### src/rtl/brisc_pkg.sv
// Shared constants and types for the brisc core.
// Holds the memory-arbiter state enum and the bus-width defaults.
package brisc_pkg;

   // Width of a physical address on the main-memory port.
   localparam int ADDRESS_WIDTH = 32;

   // Width of one cache line moved on the main-memory port.
   localparam int CACHE_LINE_WIDTH = 256;

   // Upper bound on requesters sharing the memory port.
   localparam int ARB_MAX_PORTS = 8;

   typedef enum logic {
      ARB_IDLE,
      ARB_BUSY
   } arb_state_e;

endpackage

### src/rtl/rr_pick.sv
// Combinational rotating priority picker.
// Ports:
//   req   - request vector, one bit per port
//   ptr   - index of the highest-priority port
//   found - some request bit is set
//   index - first requesting port at or above ptr, wrapping
module rr_pick #(
   parameter int N = 2,
   localparam int IW = (N > 1) ? $clog2(N) : 1
) (
   input  logic [N-1:0]  req,
   input  logic [IW-1:0] ptr,
   output logic          found,
   output logic [IW-1:0] index
);

   localparam int DW = 2 * N;
   localparam int JW = $clog2(DW);

   logic [DW-1:0] dbl;
   logic [DW-1:0] lo_mask;
   logic [DW-1:0] masked;
   logic [JW-1:0] j;

   // The vector is doubled so the wrap-around case is just a
   // plain lowest-bit search: bits below ptr are cleared in the
   // lower copy, the upper copy catches ports below ptr.
   assign dbl     = {req, req};
   assign lo_mask = (DW'(1) << ptr) - DW'(1);
   assign masked  = dbl & ~lo_mask;

   // Scan downward so the lowest set bit is the one kept.
   always_comb begin
      found = 1'b0;
      j     = '0;
      for (int i = DW - 1; i >= 0; i--) begin
         if (masked[i]) begin
            found = 1'b1;
            j     = JW'(i);
         end
      end
   end

   assign index = (j >= JW'(N)) ? IW'(j - JW'(N)) : IW'(j);

endmodule

### src/rtl/mem_arbiter_rr.sv
// N-port arbiter for the shared main-memory port, fixed or
// round-robin priority, grant held until the owner drops req.
// Ports:
//   clk, reset          - clock, synchronous active-high reset
//   req/write/addr/wdata - per-port request bundle (packed arrays)
//   grant, owner, busy  - current ownership
//   mem_req/mem_write/mem_addr/mem_data - routed memory request
module mem_arbiter_rr
   import brisc_pkg::*;
#(
   parameter int NUM_PORTS   = 2,
   parameter int ADDR_W      = ADDRESS_WIDTH,
   parameter int DATA_W      = CACHE_LINE_WIDTH,
   parameter int ROUND_ROBIN = 1,
   localparam int OW = (NUM_PORTS > 1) ? $clog2(NUM_PORTS) : 1
) (
   input  logic                            clk,
   input  logic                            reset,
   input  logic [NUM_PORTS-1:0]            req,
   input  logic [NUM_PORTS-1:0]            write,
   input  logic [NUM_PORTS-1:0][ADDR_W-1:0] addr,
   input  logic [NUM_PORTS-1:0][DATA_W-1:0] wdata,
   output logic [NUM_PORTS-1:0]            grant,
   output logic [OW-1:0]                   owner,
   output logic                            busy,
   output logic                            mem_req,
   output logic                            mem_write,
   output logic [ADDR_W-1:0]               mem_addr,
   output logic [DATA_W-1:0]               mem_data
);

   arb_state_e    state_q;
   logic [OW-1:0] owner_q;
   logic [OW-1:0] ptr_q;

   logic [OW-1:0] pick_ptr;
   logic [OW-1:0] win;
   logic [OW-1:0] nxt_ptr;
   logic          found;

   // Fixed priority is the rotating picker pinned at port 0.
   assign pick_ptr = (ROUND_ROBIN != 0) ? ptr_q : '0;

   rr_pick #(
      .N (NUM_PORTS)
   ) u_pick (
      .req   (req),
      .ptr   (pick_ptr),
      .found (found),
      .index (win)
   );

   // Port after the winner becomes top priority next time.
   assign nxt_ptr = (win == OW'(NUM_PORTS - 1)) ? '0
                                                : win + OW'(1);

   always_ff @(posedge clk) begin
      if (reset) begin
         state_q <= ARB_IDLE;
         owner_q <= '0;
         ptr_q   <= '0;
      end else begin
         unique case (state_q)
            ARB_IDLE: begin
               if (found) begin
                  state_q <= ARB_BUSY;
                  owner_q <= win;
                  if (ROUND_ROBIN != 0) begin
                     ptr_q <= nxt_ptr;
                  end
               end
            end
            ARB_BUSY: begin
               // No preemption: only the owner's release matters.
               if (!req[owner_q]) begin
                  state_q <= ARB_IDLE;
               end
            end
            default: state_q <= ARB_IDLE;
         endcase
      end
   end

   // Everything reads as zero while idle; while busy the owner's
   // bundle is muxed straight through, so mem_req falls in the
   // same cycle the owner drops req.
   always_comb begin
      grant     = '0;
      owner     = '0;
      busy      = 1'b0;
      mem_req   = 1'b0;
      mem_write = 1'b0;
      mem_addr  = '0;
      mem_data  = '0;
      if (state_q == ARB_BUSY) begin
         grant[owner_q] = 1'b1;
         owner          = owner_q;
         busy           = 1'b1;
         mem_req        = req[owner_q];
         mem_write      = write[owner_q];
         mem_addr       = addr[owner_q];
         mem_data       = wdata[owner_q];
      end
   end

endmodule

### config.mk
export PLATFORM = sky130hd
export DESIGN_NAME = mem_arbiter_rr
export DESIGN_NICKNAME = d
export VERILOG_FILES = /design/src/rtl/brisc_pkg.sv /design/src/rtl/rr_pick.sv /design/src/rtl/mem_arbiter_rr.sv
export SDC_FILE = /design/constraint.sdc
export NUM_CORES = 1
export LEC_CHECK = 0
export CORE_AREA = 5 5 341 343
export CTS_CLUSTER_DIAMETER = 30
export DETAILED_ROUTE_END_ITERATION = 8
export DIE_AREA = 0 0 346 348
export HOLD_SLACK_MARGIN = 0.15
export PLACE_DENSITY_LB_ADDON = 0.25
export SYNTH_ARGS = -nofsm -noshare
export SYNTH_HDL_FRONTEND = slang
export SYNTH_HIERARCHICAL = 1
export SYNTH_SLANG_ARGS = --single-unit
### constraint.sdc
create_clock -name clk -period 2 [get_ports clk]
set_clock_uncertainty 0.15 [all_clocks]
set_input_delay 0.5 -clock clk [delete_from_list [all_inputs] [get_ports clk]]
set_output_delay 0.5 -clock clk [all_outputs]
set_load 0.05 [all_outputs]
==> results of run 1 <==
## repair_timing
action | 4_1_cts | 5_1_grt
buffers inserted | 34 | 32
pin swaps | 25 | 44
endpoints found under the setup margin | 292 | 293
gates cloned | 11 | 7
resized for setup | 270 | 292
## tightest hold or removal path, stage by stage, from the launching register on
cell and delay, ns:
dfxtp_1 0.30, nor2_1 0.10, a211oi_1 0.06
## cell type report
| type | count | share of cell area [%] |
|---|---|---|
| flip-flops and latches | 3 | 0.304 |
| repair buffers | 1052 | 62.6 |
| clock buffers | 4 | 0.355 |
| multi-input cells | 591 | 28.1 |
| diodes | 5 | 0.0563 |
| inverters | 2 | 0.0676 |
| well taps | 1512 | 8.52 |
## cell usage after synthesis, drive strengths merged
| master | n |
|---|---|
| dfxtp | 3 |
| a21boi | 1 |
| inv | 2 |
| and2 | 1 |
| clkbuf | 16 |
| a211oi | 2 |
| or2 | 1 |
| nor2b | 1 |
| mux2i | 291 |
| nor2 | 294 |
| buf | 50 |
## report_power, final
group	internal, mW	switching [mW]	total (mW)
Clock	0.263	0.0531	0.316
Sequential	0.0655	0.00917	0.0747
Combinational	3.90	3.65	7.55
Total	4.23	3.72	7.94
## final timing paths
kind | startpoint | end | slack [ns] | cells after the start
max reg2reg | owner_q$_SDFFE_PP0P_ | state_q$_SDFF_PP0_ | 0.44 | 6
min reg2reg | pick_ptr$_SDFFE_PP0P_ | pick_ptr$_SDFFE_PP0P_ | 0.36 | 2
min | pick_ptr$_SDFFE_PP0P_ | pick_ptr$_SDFFE_PP0P_ | 0.36 | 2
max | owner_q$_SDFFE_PP0P_ | mem_addr[11] | -0.39 | 7
## metal layers
layer | track usage (%) | vias to the layer above | share of wire (%)
met3 | 3.80 | 70 | 7.9
met5 | 0 | - | 0.056
met4 | 0.301 | 6 | 0.72
met1 | 14.6 | 4139 | 43
li1 | - | 4239 | -
met2 | 19.3 | 524 | 48
## cell families after synthesis
kind of cell,Yosys count,share of synthesized area (%)
muxes,291,61.2
AOI/OAI and AO/OA,3,0.579
buffers and inverters,68,13.3
and+or+nand+nor,297,23.6
DFF,3,1.26
## stage by stage
stage          setup WS (ns)  hold slack [ns]
3_5_place_dp          -0.759            0.356
5_1_grt               -0.428            0.396
6_report              -0.385            0.358
3_3_place_gp          -0.779            0.347
2_1_floorplan         -0.201            0.323
4_1_cts               -0.412            0.361
## registers in the layout (all words and copies together), names as in the netlist
name / flops
owner_q: 1
pick_ptr: 1
state_q: 1
==> reports/results.txt, run 1 <==
Placed inst area: 19000 sq um
RSZ-0062 raised after global routing: true
Crit-path most repeated cell: buf_12
Peak Freq: 0.419 GHz
Max cap viols: 0
Fin crit share: 119%
Cell Chain, Critical Path: buf_4, buf_12, buf_12, buf_6, mux2i_1, nor2_2, buf_12
Clock root cell: clkbuf_16
Hold crit path type: flop to flop
Mapped Area: 4760 sq um
DRC: 0
Syn_nets: 1244
Leading cell type in the layout, fill and taps excluded: clkdlybuf4s50_1
Final #Nets: 2235
Top delay family on crit path: buffers and inverters
Failing checks: setup timing
Setup TNS: -70.02 ns
Final non-filler cell total: 3169
Startpoint Class: flop
Layout cell share with drive strength beyond 1: 51.8%
Min Clock Period, post-route: 2.39 ns
Sequential fraction of the synthesis area: 1.26%
Filler cells: 12436
Number of I/O port buffers: 875
Die width: 346 um
Final hold violation count: 0
Vias in the first global route: 9573
GRT Total Usage: 11.3%
Crit path required time: 1.35 ns
Commonest cells after routing, fill and taps aside: clkdlybuf4s50_1, buf_12, nor2_2
Synth area leaders: mux2i_1, nor2_1, buf_8, buf_12, dfxtp_1
Area of the multi-input gates: 6240 sq um
Final Cell Area: 22200 sq um
Crit path buf inv count: 5
Setup CP Type: flop to output port
HPWL Detailed: 65500 um
Die Area: 120000 sq um
Storage cell area: 67.6 sq um
Antenna Nets Post-Route: 0
Tightest Pin Transition: 0.399 ns
Peak supply drop: 294 uV
Total grt overflow: 0
Status: complete, but fails checks
I/O pin total: 876
Synth Register Bits: 3
Cells after synthesis: 662
DIE HEIGHT: 348 um
Worst EP arrival: 1.74 ns
Final Core Density: 19.6%
Cell accounting for the most synthesized area: mux2i_1
Initial DRC count: 181
Cts hold-fix bufs: 0
Worst-skew pair later-pin latency: 0.22 ns
Final Power: 7.94 mW
Setup violators final: 293
First-pass GRT wire length: 92700 um
CTS tree: built
Area Overhead vs Synth: 367%
Core area: 113000 sq um
Vias: 8978
Htree depth: 1
Max-slew violations: 0
Drt total wl: 73400 um
PwrDens: 358 nW/um^2
Slowest CP cell: dfxtp_4
WL/cell: 23.2 um
Initial antenna violation count: 41
Rows: 124
Yosys Warn Count: 6
Setup ws final: -0.385 ns
Pin count of the biggest net entering global routing: 50
Worst Setup End Kind: output port
Initial core utilization: 4.20%
Synth top area share: 61.2%
CTS Buf Count: 3
Final GP Congestion: 0.865
Syn avg cell area: 7.19 sq um
Worst-path clk slew: 0.03 ns
Clock tree buffer depth: 2
Leakage: 7.66 nW
Synth unique cells: 17
Worst-path maximum fanout: 7
Worst slew margin: 73.4%
Sink Count: 3
Avg Vias per Cell: 2.83
1st-pass router iterations: 4
CP max stage delay: 0.38 ns
Dpl cells: 3109
No activity file was read; power rests on OpenSTA's default activity.
==> inputs of run 2 (changes only) <==
--- a/config.mk
+++ b/config.mk
@@ -9,8 +9,7 @@
 export CTS_CLUSTER_DIAMETER = 30
 export DETAILED_ROUTE_END_ITERATION = 8
 export DIE_AREA = 0 0 346 348
-export HOLD_SLACK_MARGIN = 0.15
-export PLACE_DENSITY_LB_ADDON = 0.25
+export HOLD_SLACK_MARGIN = 0.06
 export SYNTH_ARGS = -nofsm -noshare
 export SYNTH_HDL_FRONTEND = slang
 export SYNTH_HIERARCHICAL = 1
==> reports/results.txt, run 2 (synthesis results as in run 1) <==
Status: complete, but fails checks
Failing checks: setup timing
Worst-path clk slew: 0.03 ns
GRT Total Usage: 12.9%
Avg Vias per Cell: 2.89
Die Area: 120000 sq um
Hold path start: pick_ptr$_SDFFE_PP0P_
Final non-filler cell total: 3142
Hold worst-path end: pick_ptr$_SDFFE_PP0P_
Final GP Congestion: 0.876
First-pass GRT wire length: 103000 um
Antenna Nets Post-Route: 0
RSZ-0062 raised after global routing: true
Internal Power: 4.22 mW
Fin crit share: 117%
Commonest cells after routing, fill and taps aside: clkdlybuf4s50_1, buf_12, nor2_2
Max-slew violations: 0
Initial antenna violation count: 32
Seq pwr share: 0.9%
Setup violators final: 293
Peak Freq: 0.427 GHz
Cell depth of the worst flop-to-flop path: 5
Startpoint Class: flop
HPWL Detailed: 77500 um
Combinational share of power: 95.2%
Drt total wl: 84200 um
Cts hold-fix bufs: 0
Initial core utilization: 4.20%
Worst-skew pair later-pin latency: 0.23 ns
FF-to-FF Start: owner_q$_SDFFE_PP0P_
Peak supply drop: 208 uV
Setup TNS: -71.04 ns
Area of the multi-input gates: 6680 sq um
Setup ws final: -0.345 ns
Core area: 113000 sq um
Max cap viols: 0
Worst-path maximum fanout: 5
Rows: 124
Hold crit path type: flop to flop
Switching share of power: 48.7%
DRC: 0
Final Core Density: 19.6%
Clock tree buffer depth: 2
Final Power: 8.22 mW
Number of I/O port buffers: 875
Worst EP arrival: 1.69 ns
Crit path required time: 1.35 ns
Cell count of the worst hold path: 2
Flop-to-flop setup slack: 0.59 ns
1st-pass router iterations: 4
Initial DRC count: 300
Leakage: 7.51 nW
Dpl cells: 3089
Min Clock Period, post-route: 2.34 ns
Final hold violation count: 0
Hold_ws: 0.365 ns
DIE HEIGHT: 348 um
PwrDens: 370 nW/um^2
Tightest Pin Transition: 0.425 ns
Reg2reg end: state_q$_SDFF_PP0_
CTS Buf Count: 3
Vias in the first global route: 9683
Worst Setup End Kind: output port
Vias: 9067
WL/cell: 26.8 um
Clock root cell: clkbuf_16
CTS tree: built
Total grt overflow: 0
Pin count of the biggest net entering global routing: 25
Final #Nets: 2211
Worst slew margin: 71.6%
Clock group share of total power: 3.9%
Setup CP Type: flop to output port
Filler cells: 12284
Leading cell type in the layout, fill and taps excluded: clkdlybuf4s50_1
Sink Count: 3
Storage cell area: 67.6 sq um
Layout cell share with drive strength beyond 1: 52.8%
Htree depth: 1
Area Overhead vs Synth: 368%
Psw: 4.00 mW
Die width: 346 um
I/O pin total: 876
run 2: cell count changes in the layout (fill, tap and decap cells not counted), sizes merged:
cell           change
dlygate4sd2        -7
bufbuf             -3
buf               -17
clkbuf             -4
diode              -3
clkdlybuf4s50      +7
run 2: metal layers:
layer / routed length (um) / GRT usage, %
met3: 15900 / 10.8
met2: 38000 / 20.4
met4: 588 / 0.635
met1: 29700 / 14.0
met5: 106 / 0
run 2: worst max-delay path by stage:
stage	depth (start not counted)	from	endpoint	slack, ns
after CTS	6	owner_q$_SDFFE_PP0P_	mem_data[176]	-0.39
final	7	owner_q$_SDFFE_PP0P_	mem_data[52]	-0.34
after global placement	5	wdata[350]	mem_data[94]	-0.60
after global routing	7	owner_q$_SDFFE_PP0P_	mem_data[60]	-0.39
after floorplan	4	state_q$_SDFF_PP0_	mem_data[180]	-0.20
after detailed placement	5	wdata[351]	mem_data[95]	-0.59
run 2: critical path: stages (launching register included):
cell and delay (ns):
dfxtp_4 0.37, buf_12 0.15, buf_16 0.15, buf_12 0.16
buf_6 0.11, mux2i_2 0.15, nor2_2 0.17, buf_12 0.17
run 2: power by group through the flow:
stage               clock (mW)  combinational (mW)  sequential [mW]
floorplan                    0                2.72           0.0767
global placement             0                6.77           0.0736
detailed placement           0                6.79           0.0739
CTS                      0.327                7.31           0.0743
global route             0.332                8.19           0.0741
finish                   0.322                7.82           0.0733
run 2: final cells by class:
class                           count  share of cell area (%)
Timing Repair Buffer             1028                    60.7
Antenna cell                        2                  0.0225
Inverter                            2                  0.0675
Clock buffer                        4                   0.354
Sequential cell                     3                   0.304
Multi-Input combinational cell    591                    30.0
Tap cell                         1512                    8.51
run 2: timing repair:
item / 4_1_cts / 5_1_grt
setup endpoints to repair: 292 / 293
pin swaps: 4 / 20
buffers inserted: 25 / 21
gates cloned: 6 / 5
resized for setup: 260 / 354
run 2: through the flow:
step	setup WS (ns)	area, sq um
after floorplan	-0.201	5110
after global placement	-0.599	18800
after detailed placement	-0.592	18800
after CTS	-0.389	20300
after global routing	-0.390	22200
final	-0.345	22200
==> inputs of run 3 (changes only) <==
--- a/config.mk
+++ b/config.mk
@@ -5,10 +5,11 @@
 export SDC_FILE = /design/constraint.sdc
 export NUM_CORES = 1
 export LEC_CHECK = 0
-export CORE_AREA = 5 5 341 343
+export CORE_AREA = 5 5 336 338
 export CTS_CLUSTER_DIAMETER = 30
+export CTS_CLUSTER_SIZE = 10
 export DETAILED_ROUTE_END_ITERATION = 8
-export DIE_AREA = 0 0 346 348
+export DIE_AREA = 0 0 341 343
 export HOLD_SLACK_MARGIN = 0.06
 export SYNTH_ARGS = -nofsm -noshare
 export SYNTH_HDL_FRONTEND = slang
==> constraint.sdc (replaced) <==
create_clock -name clk -period 2.9 [get_ports clk]
set_clock_uncertainty 0.15 [all_clocks]
set_input_delay 0.725 -clock clk [delete_from_list [all_inputs] [get_ports clk]]
set_output_delay 0.725 -clock clk [all_outputs]
set_load 0.05 [all_outputs]
==> reports/results.txt, run 3 (synthesis results as in run 1) <==
Status: complete, no violations
Crit path required time: 2.03 ns
Clock tree buffer depth: 2
CTS resizes: 3
Commonest cells after routing, fill and taps aside: clkdlybuf4s50_1, nor2_1, mux2i_1
Slowest CP cell: clkdlybuf4s50_1
Final Power: 4.60 mW
PwrDens: 259 nW/um^2
Fin crit share: 96.8%
CTS Buf Count: 3
Clock root cell: clkbuf_16
Pin count of the biggest net entering global routing: 59
Cts hold-fix bufs: 0
CTS tree: built
GRT Total Usage: 12.2%
Avg Vias per Cell: 2.85
Worst-skew pair later-pin latency: 0.22 ns
Core area: 110000 sq um
Worst-path maximum fanout: 1
Peak Freq: 0.356 GHz
Final #Nets: 2098
Initial antenna violation count: 34
Drt total wl: 77100 um
Setup CP Type: input port to output port
Number of I/O port buffers: 875
Leakage: 6.30 nW
Tightest Pin Transition: 0.514 ns
Final hold violation count: 0
First-pass GRT wire length: 93500 um
Die Area: 117000 sq um
Leading cell type in the layout, fill and taps excluded: clkdlybuf4s50_1
Initial DRC count: 333
Layout cell share with drive strength beyond 1: 22.6%
Rows: 122
WL/cell: 26.1 um
Final Core Density: 16.2%
Max cap viols: 0
Worst Setup End Kind: output port
1st-pass router iterations: 4
Sink Count: 3
Initial core utilization: 4.33%
Startpoint Class: input port
RSZ-0062 raised after global routing: false
Final GP Congestion: 0.893
DRC: 0
Vias: 8398
Area Overhead vs Synth: 274%
Worst slew margin: 64.7%
Post-CTS setup buffers: 0
Vias in the first global route: 8677
Antenna Nets Post-Route: 0
Max-slew violations: 0
Htree depth: 1
Worst EP arrival: 1.93 ns
DIE HEIGHT: 343 um
Min Clock Period, post-route: 2.81 ns
CP max stage delay: 0.67 ns
Hold crit path type: flop to flop
Setup violators final: 0
I/O pin total: 876
Cell Chain, Critical Path: clkdlybuf4s50_1, mux2i_1, nor2_1, buf_4, buf_12
HPWL Detailed: 73100 um
Worst-path clk slew: 0.03 ns
Die width: 341 um
Peak supply drop: 335 uV
Total grt overflow: 0
run 3: changes by cell type in the layout (fill, tap and decap cells not counted), sizes merged:
cell | previous run | this run
clkdlybuf4s50 | 579 | 581
dlymetal6s2s | 2 | 0
diode | 2 | 6
clkbuf | 9 | 4
buf | 442 | 334
run 3: critical path: cells and delay by family:
kind / cells / cell delay, ns
buf+inv: 3 / 0.93
mux: 1 / 0.15
simple gates: 1 / 0.12
run 3: final timing paths:
| kind | start | to | slack, ns | cells past startpoint |
|---|---|---|---|---|
| worst max register to register | owner_q$_SDFFE_PP0P_ | state_q$_SDFF_PP0_ | 1.57 | 3 |
| worst min register to register | pick_ptr$_SDFFE_PP0P_ | pick_ptr$_SDFFE_PP0P_ | 0.36 | 2 |
| worst min-delay path | pick_ptr$_SDFFE_PP0P_ | pick_ptr$_SDFFE_PP0P_ | 0.36 | 2 |
| worst max-delay path | wdata[268] | mem_data[12] | 0.09 | 5 |
run 3: power by group:
group	internal [mW]	switching, mW
clock	0.181	0.0383
sequential	0.0451	0.00578
combinational	2.07	2.27
run 3: area by class of cell:
type                       count  area (sq um)
multi-input combinational    591          4080
tap                         1426          1780
antenna                        6          15.0
sequential                     3          63.8
fill                       12265         92000
inverter                       2          15.0
timing repair buffer         915         11800
clock buffer                   4          78.8
run 3: layer usage:
metal / track usage, % / up-vias / share of wire, %
met5: 0 / - / 0.070
met4: 0.650 / 8 / 0.72
met3: 10.9 / 57 / 20
met2: 18.1 / 527 / 42
met1: 13.8 / 3865 / 38
li1: - / 3941 / -
run 3: stage by stage:
step,instances,instance area [sq um],setup slack [ns],TNS [ns],hold WS [ns]
detailed placement,2937,17700,-0.173,-0.173,0.366
floorplan,662,4760,0.166,0,0.323
global placement,2937,17700,-0.179,-0.205,0.342
CTS,2941,17800,0.0116,0,0.371
global route,2944,17800,0.0526,0,0.415
finish,2947,17800,0.0926,0,0.363
